$ cat src/rtl/encoder_period_meas.sv
// Encoder period measurement: counts selected-channel rising edges and clocks over SYNC_NUM sync periods.
// Optional quadrature direction counting is enabled with the ENC_QUAD_DIR_EN macro.
module encoder_period_meas #(
  parameter int unsigned CH_NUM   = 16,
  parameter int unsigned SEL_W    = 4,
  parameter int unsigned CNT_W    = 32,
  parameter int unsigned PCNT_W   = 16,
  parameter int unsigned SYNC_NUM = 8
) (
  input  logic              clk,
  input  logic              mcu_n_rst,
  input  logic [CH_NUM-1:0] ch_sgn_in,
`ifdef ENC_QUAD_DIR_EN
  input  logic [CH_NUM-1:0] ch_b_in,
`endif
  input  logic [SEL_W-1:0]  ch_sel,
  input  logic              ch_sync,
  input  logic              mcu_start,
  output logic              mcu_end,
  output logic              meas_busy,
  output logic              ovf,
  input  logic [2:0]        mcu_data_sel,
  output logic [7:0]        mcu_data,
  output logic [PCNT_W-1:0] pulse_cnt_out,
  output logic [CNT_W-1:0]  clk_cnt_out
);

  localparam int unsigned SCNT_W = 8;
`ifdef ENC_QUAD_DIR_EN
  localparam logic              QUAD_FLAG = 1'b1;
  localparam logic [PCNT_W-1:0] PCNT_MAX  = {1'b0, {(PCNT_W-1){1'b1}}};
  localparam logic [PCNT_W-1:0] PCNT_MIN  = {1'b1, {(PCNT_W-1){1'b0}}};
`else
  localparam logic              QUAD_FLAG = 1'b0;
  localparam logic [PCNT_W-1:0] PCNT_MAX  = {PCNT_W{1'b1}};
`endif
  localparam logic [SCNT_W-1:0] LAST_SYNC = SCNT_W'(SYNC_NUM - 1);

  typedef enum logic [1:0] {IDLE, ARM, MEAS, DONE} state_t;

  state_t            state, state_d;
  logic [SEL_W-1:0]  sel_q;
  logic [2:0]        sync_sr, start_sr, a_sr;
  logic              sync_p, start_p, a_rise, term;
  logic [CNT_W-1:0]  clk_cnt, clk_cnt_d;
  logic [PCNT_W-1:0] pulse_cnt, pulse_cnt_d;
  logic [SCNT_W-1:0] sync_cnt, sync_cnt_d;
  logic              ovf_d;
  logic [31:0]       clk_ext;
  logic [15:0]       pulse_ext;
`ifdef ENC_QUAD_DIR_EN
  logic [1:0]        b_sr;
`endif

  // [0],[1] form the 2-FF synchroniser, [2] is the edge register
  assign sync_p  = sync_sr[1]  & ~sync_sr[2];
  assign start_p = start_sr[1] & ~start_sr[2];
  assign a_rise  = a_sr[1]     & ~a_sr[2];
  assign term    = (state == MEAS) && sync_p && (sync_cnt == LAST_SYNC);

  // Next state, counters and saturation flag
  always_comb begin
    state_d     = state;
    clk_cnt_d   = clk_cnt;
    pulse_cnt_d = pulse_cnt;
    sync_cnt_d  = sync_cnt;
    ovf_d       = ovf;
    if (start_p) begin
      state_d     = ARM;
      clk_cnt_d   = '0;
      pulse_cnt_d = '0;
      sync_cnt_d  = '0;
      ovf_d       = 1'b0;
    end else begin
      case (state)
        ARM: if (sync_p) begin
          state_d     = MEAS;
          clk_cnt_d   = '0;
          pulse_cnt_d = '0;
          sync_cnt_d  = '0;
        end
        MEAS: begin
          if (clk_cnt == {CNT_W{1'b1}}) ovf_d = 1'b1;
          else                          clk_cnt_d = clk_cnt + CNT_W'(1);
          if (a_rise) begin
`ifdef ENC_QUAD_DIR_EN
            if (b_sr[1]) begin
              if (pulse_cnt == PCNT_MIN) ovf_d = 1'b1;
              else                       pulse_cnt_d = pulse_cnt - PCNT_W'(1);
            end else begin
              if (pulse_cnt == PCNT_MAX) ovf_d = 1'b1;
              else                       pulse_cnt_d = pulse_cnt + PCNT_W'(1);
            end
`else
            if (pulse_cnt == PCNT_MAX) ovf_d = 1'b1;
            else                       pulse_cnt_d = pulse_cnt + PCNT_W'(1);
`endif
          end
          if (sync_p) sync_cnt_d = sync_cnt + SCNT_W'(1);
          if (term)   state_d = DONE;
        end
        default: ;
      endcase
    end
  end

  // State, synchronisers, counters and registered outputs
  always_ff @(posedge clk or negedge mcu_n_rst) begin
    if (!mcu_n_rst) begin
      state         <= IDLE;
      sel_q         <= '0;
      sync_sr       <= '0;
      start_sr      <= '0;
      a_sr          <= '0;
      clk_cnt       <= '0;
      pulse_cnt     <= '0;
      sync_cnt      <= '0;
      ovf           <= 1'b0;
      mcu_end       <= 1'b0;
      meas_busy     <= 1'b0;
      clk_cnt_out   <= '0;
      pulse_cnt_out <= '0;
`ifdef ENC_QUAD_DIR_EN
      b_sr          <= '0;
`endif
    end else begin
      state     <= state_d;
      sync_sr   <= {sync_sr[1:0], ch_sync};
      start_sr  <= {start_sr[1:0], mcu_start};
      a_sr      <= {a_sr[1:0], ch_sgn_in[sel_q]};
`ifdef ENC_QUAD_DIR_EN
      b_sr      <= {b_sr[0], ch_b_in[sel_q]};
`endif
      clk_cnt   <= clk_cnt_d;
      pulse_cnt <= pulse_cnt_d;
      sync_cnt  <= sync_cnt_d;
      ovf       <= ovf_d;
      mcu_end   <= (state_d == DONE);
      meas_busy <= (state_d == ARM) || (state_d == MEAS);
      if (start_p) sel_q <= (32'(ch_sel) < CH_NUM) ? ch_sel : '0;
      if (term) begin
        clk_cnt_out   <= clk_cnt_d;
        pulse_cnt_out <= pulse_cnt_d;
      end
    end
  end

  assign clk_ext   = 32'(clk_cnt_out);
  assign pulse_ext = 16'(pulse_cnt_out);

  // Byte-wise MCU readback mux
  always_comb begin
    mcu_data = 8'h00;
    case (mcu_data_sel)
      3'd0: mcu_data = clk_ext[7:0];
      3'd1: mcu_data = clk_ext[15:8];
      3'd2: mcu_data = clk_ext[23:16];
      3'd3: mcu_data = clk_ext[31:24];
      3'd4: mcu_data = pulse_ext[7:0];
      3'd5: mcu_data = pulse_ext[15:8];
      3'd6: mcu_data = 8'(SYNC_NUM);
      default: mcu_data = {4'b0000, ovf, mcu_end, meas_busy, QUAD_FLAG};
    endcase
  end

endmodule
$ cat config.mk
export PLATFORM = sky130hd
export DESIGN_NAME = encoder_period_meas
export DESIGN_NICKNAME = d
export VERILOG_FILES = /design/src/rtl/encoder_period_meas.sv
export SDC_FILE = /design/constraint.sdc
export NUM_CORES = 1
export LEC_CHECK = 0
export BUFFER_PORTS_ARGS = -buffer_cell sky130_fd_sc_hd__buf_2
export CAP_MARGIN = 30
export CORE_MARGIN = 8
export CORE_UTILIZATION = 33
export CTS_CLUSTER_DIAMETER = 100
export DETAILED_ROUTE_END_ITERATION = 6
export GPL_TIMING_DRIVEN = 0
export PLACE_DENSITY = 0.49
export SLEW_MARGIN = 15
export SYNTH_ARGS = -nofsm -noshare
export SYNTH_HDL_FRONTEND = slang
export SYNTH_SLANG_ARGS = --single-unit
$ cat constraint.sdc
create_clock -name clk -period 4.1 [get_ports clk]
set_clock_uncertainty 0.15 [all_clocks]
set_input_delay 0.205 -clock clk [delete_from_list [all_inputs] [get_ports clk]]
set_output_delay 0.205 -clock clk [all_outputs]
set_load 0.05 [all_outputs]
==> impl_metrics.toml, run 1 <==
[setup_path]
reg2reg_slack_ns = 0.46
cpMostUsedCell = "clkbuf_1"
crit_chain = "inv_1 -> ha_1 -> nand2b_1 -> clkbuf_1 -> nor2_1 -> clkbuf_1 -> a41oi_1 -> o31ai_1"
path_class = "flop to flop"
max_stage_delay_ns = 0.74
reg2reg_depth = 8
critPathBufInv = 3
crit_family = "buffers and inverters"
critPathArrivalTime_ns = 3.82
crit_slowest_cell = "nor2_1"
timing.rr.start = "state[0]"
crit_required_ns = 4.28
startpoint_type = "flop"
crit_path_max_fanout = 10
end_kind = "flop"
critPathLaunch = "state[0]"
r2r-end = "clk_cnt_out[4]"

[synthesis]
synth-xor-area-share = 0.00257
ys_seq_area_frac = 0.447
post-synth-top-count-cell = "dfrtp_1"
synthArstFlopShare = 1.00
yosysWarnings = 0
syn_area_um2 = 6830
yosysTopAreaCell = "dfrtp_1"
synth_cell_types = 71
synthMuxAreaShare = 0.0935
yosysTopAreaCellShare = 0.447
synth-adder-area-share = 0.0128
synth_compound_area_frac = 0.174
synth_top_family_by_area = "simple AND/OR/NAND/NOR gates"
synthesis.nets = 750
synth-edff-count = 0
synth_seq_cells = 122
synth_common_cells = "dfrtp_1 (122), nand2_1 (91), o21ai_0 (62)"
synthSimpleGateAreaFrac = 0.236
syn_inst = 716
syn_area_per_cell_um2 = 9.53
ys.flop_type = "dfrtp_1"
synthTopCellsByArea = "dfrtp_1 (45%), nand2_1 (5.0%), o21ai_0 (4.5%)"

[timing]
timing.setup.tns_ns = 0
fmax_mhz = 275
hold_viol_final = 0
tightest_slew_ns = 0.860
finalCriticalPeriod_ns = 3.64
setup_viol = 0
rsz0062_at_grt = "no"
fin_crit_sh = 0.888
hold_ws_ns = 0.178
drv_slew = 0
slew_headroom = 0.421

[final_layout]
drive_above_1_share = 0.220
fill_cells = 2053
nNetsFinal = 861
area_growth_syn_to_layout_pct = 21.2
final_area_um2 = 8270
seqCellArea_um2 = 3050
diodes = 0
multiInputGateArea_um2 = 3540

[global_routing]
grt_usage = 0.210
antenna_found_initial = 0
grt_pass1_vias = 6314
grt_max_degree = 64
grt_pass1_wl_mm = 40.5
grt_remaining_overflow = 0

[clocking]
cts_sinks = 122
root_buffer = "clkbuf_16"
cts_resized = 0
clock_latency_ns = 0.43
ctsHoldBuffers = 7
htreeDepth = 4
cts_max_path_buffers = 2
cts_tree = "done"
numCtsBuffers = 17
post_cts_buffers = 0
path_clk_slew_ns = 0.06

[hold_path]
worstHoldStart = "ch_sgn_in[7]"
min_path_type = "input port to flop"
min_to = "a_sr[0]"
min_path_cells = 3

[route]
drtIter0Drc = 573
routedWlPerCell_um = 24.3
drc = 0
drt-pass1-iter-count = 6
dr_total_vias = 6479
wirelength_mm = 26.9
viasPerCell = 5.85
ant_nets = 0

[die]
dieArea_um2 = 25500
pin_count = 86
die_h_um = 160
fp-row-count = 52
die_w_um = 160
start_util = 0.336
core_um2 = 20300

[power]
power.density_nw_per_um2 = 437
finalPower_mw = 3.62
leakage_nw = 3.80
peakVddDrop_mv = 0.276

[status]
status = "finished clean"

[run]
drv_cap = 0

[place]
port_buffers = 84
gp_congestion = 0.903
postPlaceCellArea_um2 = 7620
hpwl_mm = 19.7
worst min-delay path: cells and delay by family:
| kind | cells | cell delay (ns) |
|---|---|---|
| muxes | 2 | 0.44 |
| buffers and inverters | 1 | 0.07 |
per-layer routing:
metal	global-route usage	vias up	share of wire
met4	0.0765	0	0.027
li1	-	2911	-
met3	0.0481	42	0.073
met1	0.282	3191	0.44
met2	0.326	335	0.46
met5	0	-	0
worst max-delay path by stage:
stage | cells past startpoint | slack [ns] | endpoint
after floorplan | 4 | 1.57 | mcu_data[5]
after global placement | 8 | 0.63 | clk_cnt_out[4]
final | 8 | 0.46 | clk_cnt_out[4]
after global routing | 8 | 0.33 | clk_cnt_out[4]
after CTS | 8 | 0.59 | clk_cnt_out[4]
after detailed placement | 8 | 0.61 | clk_cnt_out[4]
cells by family after synthesis:
kind of cell / Yosys count
AND/OR/NAND/NOR: 299
AO/OA/AOI/OAI: 184
flip-flops: 122
buffers and inverters: 55
multiplexers: 47
adder cells (fa/ha/maj): 7
XOR/XNOR: 2
where the power goes:
group / switching [mW] / leakage, nW / internal [mW]
clock network: 0.550 / 0.288 / 0.974
registers: 0.0437 / 1.67 / 1.25
logic: 0.610 / 1.84 / 0.193
flip-flops by register name, indices dropped and copies added (netlist names), 3 cells and up:
register	cells
start_sr	3
pulse_cnt_out	16
sync_sr	3
clk_cnt_out	32
pulse_cnt	16
clk_cnt	32
sync_cnt	8
a_sr	3
sel_q	4
layout make-up:
| cell class | instances | area share |
|---|---|---|
| Inverter | 12 | 0.00545 |
| Sequential cell | 122 | 0.369 |
| Tap cell | 270 | 0.0408 |
| Clock buffer | 21 | 0.0557 |
| Timing Repair Buffer | 92 | 0.0634 |
| Buffer | 43 | 0.0225 |
| Clock inverter | 9 | 0.0148 |
| Multi-Input combinational cell | 539 | 0.428 |
placed cells by master (no fill, tap or decap), types with 11 or more instances in the layout:
master | netlist | layout
nor3_1 | 19 | 19
nor2_1 | 55 | 55
nand4_1 | 22 | 22
clkbuf_1 | 25 | 27
mux2_2 | 22 | 22
and3_1 | 13 | 13
nand2_1 | 91 | 91
clkbuf_16 | 0 | 17
o21ai_0 | 62 | 62
nand3_1 | 34 | 34
buf_2 | 10 | 93
inv_1 | 11 | 11
a31oi_1 | 19 | 19
dfrtp_1 | 122 | 122
a21oi_1 | 26 | 26
mux2i_1 | 12 | 12
per-stage QoR:
step / util / instances / setup slack [ns]
final: 0.407 / 1108 / 0.461
after global routing: 0.407 / 1108 / 0.327
after CTS: 0.407 / 1108 / 0.587
after detailed placement: 0.375 / 1071 / 0.615
after global placement: 0.374 / 1070 / 0.633
after floorplan: - / 716 / 1.57
Power figures use the tool's default switching activity.
==> run 2, diff against run 1 <==
Settings changed: ABC_AREA set to 1.
==> impl_metrics.toml, run 2 <==
[status]
status = "finished clean"

[die]
dieArea_um2 = 27900
core_um2 = 22500
fp-row-count = 55
pin_count = 86
die_w_um = 167
start_util = 0.334
die_h_um = 167

[final_layout]
drive_above_1_share = 0.112
diodes = 0
layout_common_cells = "nand2_1 (365), dfrtp_1 (122), nand3_1 (104)"
reg_top3 = "clk_cnt (32), clk_cnt_out (32)"
final_common_cell = "nand2_1"
area_growth_syn_to_layout_pct = 20.2
fill_cells = 2408
nNetsFinal = 1241
final_area_um2 = 9030

[synthesis]
yosysWarnings = 0
synth_common_cells = "nand2_1 (365), dfrtp_1 (122), nand3_1 (104)"
synth-edff-count = 0
ys_seq_area_frac = 0.406
syn_area_per_cell_um2 = 6.85
yosysTopAreaCellShare = 0.406
ys.flop_type = "dfrtp_1"
synthTopCellsByArea = "dfrtp_1 (41%), nand2_1 (18%), nand3_1 (6.9%)"
syn_area_um2 = 7510
synth_cell_types = 38
synthArstFlopShare = 1.00
synth_seq_cells = 122
post-synth-top-count-cell = "nand2_1"
synthesis.nets = 1131
syn_inst = 1097
yosysTopAreaCell = "dfrtp_1"

[route]
drt-pass1-iter-count = 7
dr_total_vias = 7778
drc = 0
ant_nets = 0
drtIter0Drc = 680
wirelength_mm = 28.1
viasPerCell = 5.17
routedWlPerCell_um = 18.6

[global_routing]
grt_pass1_vias = 7617
grt_remaining_overflow = 0
grt_max_degree = 78
grt_pass1_wl_mm = 44.2
antenna_found_initial = 0
grt_usage = 0.203

[clocking]
cts_tree = "done"
clock_latency_ns = 0.42
root_buffer = "clkbuf_16"
numCtsBuffers = 17
cts_max_path_buffers = 2
post_cts_buffers = 0
path_clk_slew_ns = 0.06
htreeDepth = 4
cts_sinks = 122

[setup_path]
endpoint = "meas_busy"
end_kind = "flop"
critPathLaunch = "start_sr[1]"
crit_slowest_cell = "clkbuf_1"
max_stage_delay_ns = 0.65
crit_path_max_fanout = 10
critPathArrivalTime_ns = 3.16
r2r-end = "meas_busy"
startpoint_type = "flop"
reg2reg_depth = 7
crit_required_ns = 4.25
crit_chain = "inv_1 -> nor2_1 -> inv_1 -> clkbuf_1 -> clkbuf_1 -> o211ai_1 -> ha_1"
path_class = "flop to flop"
reg2reg_slack_ns = 1.09
timing.rr.start = "start_sr[1]"

[run]
drv_cap = 0

[timing]
hold_viol_final = 0
tightest_slew_ns = 0.972
fin_crit_sh = 0.734
slew_headroom = 0.347
timing.setup.tns_ns = 0
finalCriticalPeriod_ns = 3.01
setup_viol = 0
rsz0062_at_grt = "no"
fmax_mhz = 332
drv_slew = 0

[hold_path]
min_path_type = "input port to flop"
worstHoldStart = "ch_sgn_in[8]"

[power]
peakVddDrop_mv = 0.279
leakage_nw = 4.50
power.density_nw_per_um2 = 633

[place]
hpwl_mm = 21.5
port_buffers = 83
postPlaceCellArea_um2 = 8320
gp_congestion = 0.888
## run 2: stage by stage
| step | hold slack (ns) | instances | power, mW | worst slack [ns] | util |
|---|---|---|---|---|---|
| 3_5_place_dp | 0.0285 | 1466 | 4.03 | 1.14 | 0.370 |
| 4_1_cts | 0.00667 | 1505 | 5.71 | 1.13 | 0.401 |
| 2_1_floorplan | -0.241 | 1097 | 3.29 | 2.02 | - |
| 3_3_place_gp | 0.164 | 1465 | 3.99 | 0.853 | 0.368 |
| 5_1_grt | 0.0621 | 1505 | 6.10 | 0.988 | 0.401 |
| 6_report | 0.0145 | 1505 | 5.72 | 1.09 | 0.401 |
## run 2: final cells by class
cell class | count | area (µm²) | area share
repair buffers | 91 | 519 | 0.0575
clock inverters | 12 | 186 | 0.0206
multi-input cells | 831 | 3910 | 0.432
flip-flops and latches | 122 | 3050 | 0.338
plain buffers | 43 | 178 | 0.0197
inverters | 101 | 379 | 0.0420
clock buffers | 20 | 457 | 0.0506
well taps | 285 | 357 | 0.0395
## run 2: worst min path at each step
stage | end | slack, ns | depth (start not counted)
after floorplan | a_sr[0] | -0.24 | 0
after global placement | sync_sr[0] | 0.16 | 1
after detailed placement | clk_cnt[6] | 0.03 | 1
after CTS | a_sr[0] | 0.007 | 5
after global routing | a_sr[0] | 0.06 | 5
final | a_sr[0] | 0.01 | 5
## run 2: report_power, final
| group | total (mW) | internal, mW | switching (mW) |
|---|---|---|---|
| registers | 1.77 | 1.44 | 0.331 |
| clock network | 1.67 | 1.06 | 0.615 |
| logic | 2.27 | 0.718 | 1.55 |
| total | 5.72 | 3.22 | 2.50 |
## run 2: metal layers
layer  vias up  routed length, µm  global-route usage  part of all wire
met5         -                  0                   0                 0
met4         0                354              0.0470             0.013
met3        30               1030              0.0277             0.037
met2       198              13600               0.350              0.49
met1      3721              13000               0.264              0.47
li1       3829                  -                   -                 -
## run 2: timing repair
action / in CTS / in global routing
hold endpoints to repair: 51 / 0
hold buffers: 7 / 0
gates resized for setup: 0 / 0
## run 2: cell families after synthesis
logic type,Yosys count,synth area share
buf+inv,144,0.0741
fa+ha+maj,7,0.0117
compound gates,198,0.144
mux,4,0.00533
xor+xnor,7,0.00816
flops,122,0.406
simple gates,615,0.350
## run 2: worst max-delay path: cells and delay by family (launching register included)
| kind | cells | cell delay (ns) |
|---|---|---|
| and+or+nand+nor | 1 | 0.12 |
| buffers and inverters | 4 | 1.56 |
| DFF | 1 | 0.37 |
| AOI/OAI and AO/OA | 1 | 0.31 |
| adders and majority gates | 1 | 0.37 |
==> run 3, diff against run 2 <==
Settings changed: PLACE_DENSITY 0.49 to 0.51.
Clock period 4.1 ns to 2.6 ns, I/O delays scaled along.
==> impl_metrics.toml, run 3 (synthesized netlist as in run 2, its figures left out) <==
[global_routing]
grt_max_degree = 80
grt_usage = 0.202
grt_remaining_overflow = 0
antenna_found_initial = 0
grt_pass1_vias = 7561
grt_pass1_wl_mm = 43.9

[route]
drc = 0
dr_wl_met2_mm = 13.3
dr_wl_met3_mm = 1.21
top_layer_used = "met4"
viasPerCell = 5.21
wirelength_mm = 28.0
drt-pass1-iter-count = 5
drtIter0Drc = 711
met1_length_mm = 12.9
ant_nets = 0
routedWlPerCell_um = 18.5
dr_total_vias = 7860

[die]
die_h_um = 167
core_um2 = 22500
pin_count = 86
die_w_um = 167
fp-row-count = 55
dieArea_um2 = 27900
start_util = 0.334

[timing]
timing.setup.tns_ns = 0
fmax_mhz = 401
setup_slack_ns = 0.108
slew_headroom = 0.368
setup_viol = 0
tightest_slew_ns = 0.941
rsz0062_at_grt = "no"
finalCriticalPeriod_ns = 2.49
drv_slew = 0
hold_ws_ns = 0.0363
fin_crit_sh = 0.959
hold_viol_final = 0

[final_layout]
nNetsFinal = 1244
final_common_cell = "nand2_1"
area_growth_syn_to_layout_pct = 20.7
reg_top3 = "clk_cnt (32), clk_cnt_out (32)"
drive_above_1_share = 0.127
fill_cells = 2412
diodes = 0
fin_util = 0.403
layout_common_cells = "nand2_1 (365), dfrtp_1 (121), nand3_1 (104)"

[setup_path]
critPathBufInv = 3
startpoint_type = "flop"
critPathLaunch = "state[0]"
crit_required_ns = 2.80
end_kind = "flop"
critPathArrivalTime_ns = 2.70
crit_family = "buffers and inverters"
endpoint = "clk_cnt_out[21]"
path_class = "flop to flop"
timing.rr.start = "state[0]"
reg2reg_depth = 8
reg2reg_slack_ns = 0.11
max_stage_delay_ns = 0.60
r2r-end = "clk_cnt_out[21]"
cpMostUsedCell = "nand2_1"
crit_slowest_cell = "buf_1"
worstSetupPathDepth = 8
crit_chain = "inv_1 -> ha_1 -> buf_2 -> buf_1 -> nand3_1 -> nand2_1 -> nand3b_1 -> nand2_1"
crit_path_max_fanout = 10

[clocking]
cts_max_path_buffers = 2
htreeDepth = 4
clock_latency_ns = 0.43
path_clk_slew_ns = 0.06
cts_tree = "done"
root_buffer = "clkbuf_16"
cts_sinks = 122
numCtsBuffers = 17

[place]
dp_slack_ns = -0.365
gp_congestion = 0.896
hpwl_mm = 21.5
port_buffers = 83

[hold_path]
min_path_type = "input port to flop"
min_path_cells = 5

[power]
peakVddDrop_mv = 0.457
power.density_nw_per_um2 = 991
leakage_nw = 4.53

[status]
status = "finished clean"

[run]
drv_cap = 0
==> run 3: changes by cell type in the layout (fill, tap and decap cells not counted), moves of 3 or more <==
cell      change
clkbuf_2      +9
clkbuf_1      -9
buf_4         +3
inv_6         -3
clkinv_2      +4
==> run 3: routing by layer <==
layer / vias to the layer above / global-route usage
li1: 3845 / -
met4: 0 / 0.0603
met5: - / 0
met3: 32 / 0.0293
met1: 3771 / 0.264
met2: 212 / 0.340
==> run 3: final cells by class <==
| type | instances | area (µm²) | share of cell area |
|---|---|---|---|
| buffer | 41 | 183 | 0.0201 |
| clock buffer | 20 | 437 | 0.0481 |
| clock inverter | 12 | 173 | 0.0190 |
| inverter | 101 | 383 | 0.0422 |
| multi-input combinational | 831 | 3920 | 0.432 |
| sequential | 122 | 3050 | 0.337 |
| tap | 285 | 357 | 0.0393 |
| timing repair buffer | 96 | 562 | 0.0619 |
==> run 3: worst min-delay path: stages <==
cell and delay (ns):
buf_2 0.07, o21ai_0 0.07, o21ai_0 0.06, o21ai_0 0.07, o21ai_0 0.16
==> run 3: what timing repair did <==
item | in CTS | in global routing
pin swaps | 0 | 1
setup endpoints to repair | 50 | 64
hold buffers | 9 | 0
hold endpoints to repair | 129 | 0
buffers inserted | 0 | 3
gates resized for setup | 4 | 19
==> run 3: per-stage QoR <==
step | total power [mW] | instances | cell area (µm²)
after floorplan | 5.18 | 1097 | 7510
after global placement | 6.27 | 1465 | 8290
after detailed placement | 6.32 | 1466 | 8320
after CTS | 8.89 | 1507 | 9020
after global routing | 9.64 | 1508 | 9070
final | 8.99 | 1508 | 9070
==> run 3: how the worst min path moves through the flow <==
stage,startpoint,endpoint,slack [ns]
final,ch_sgn_in[0],a_sr[0],0.04
after global routing,ch_sgn_in[0],a_sr[0],0.09
after floorplan,mcu_n_rst,a_sr[0],-0.32
after CTS,ch_sgn_in[0],a_sr[0],0.06
after detailed placement,mcu_n_rst,clk_cnt[9],-0.06
after global placement,ch_sync,sync_sr[0],0.09
==> run 3: where the power goes <==
part	internal (mW)	leakage, nW	switching [mW]	total [mW]
sequential	2.27	1.62	0.523	2.80
clock	1.60	0.294	0.918	2.52
combinational	1.22	2.62	2.45	3.67
total	5.09	4.53	3.89	8.99
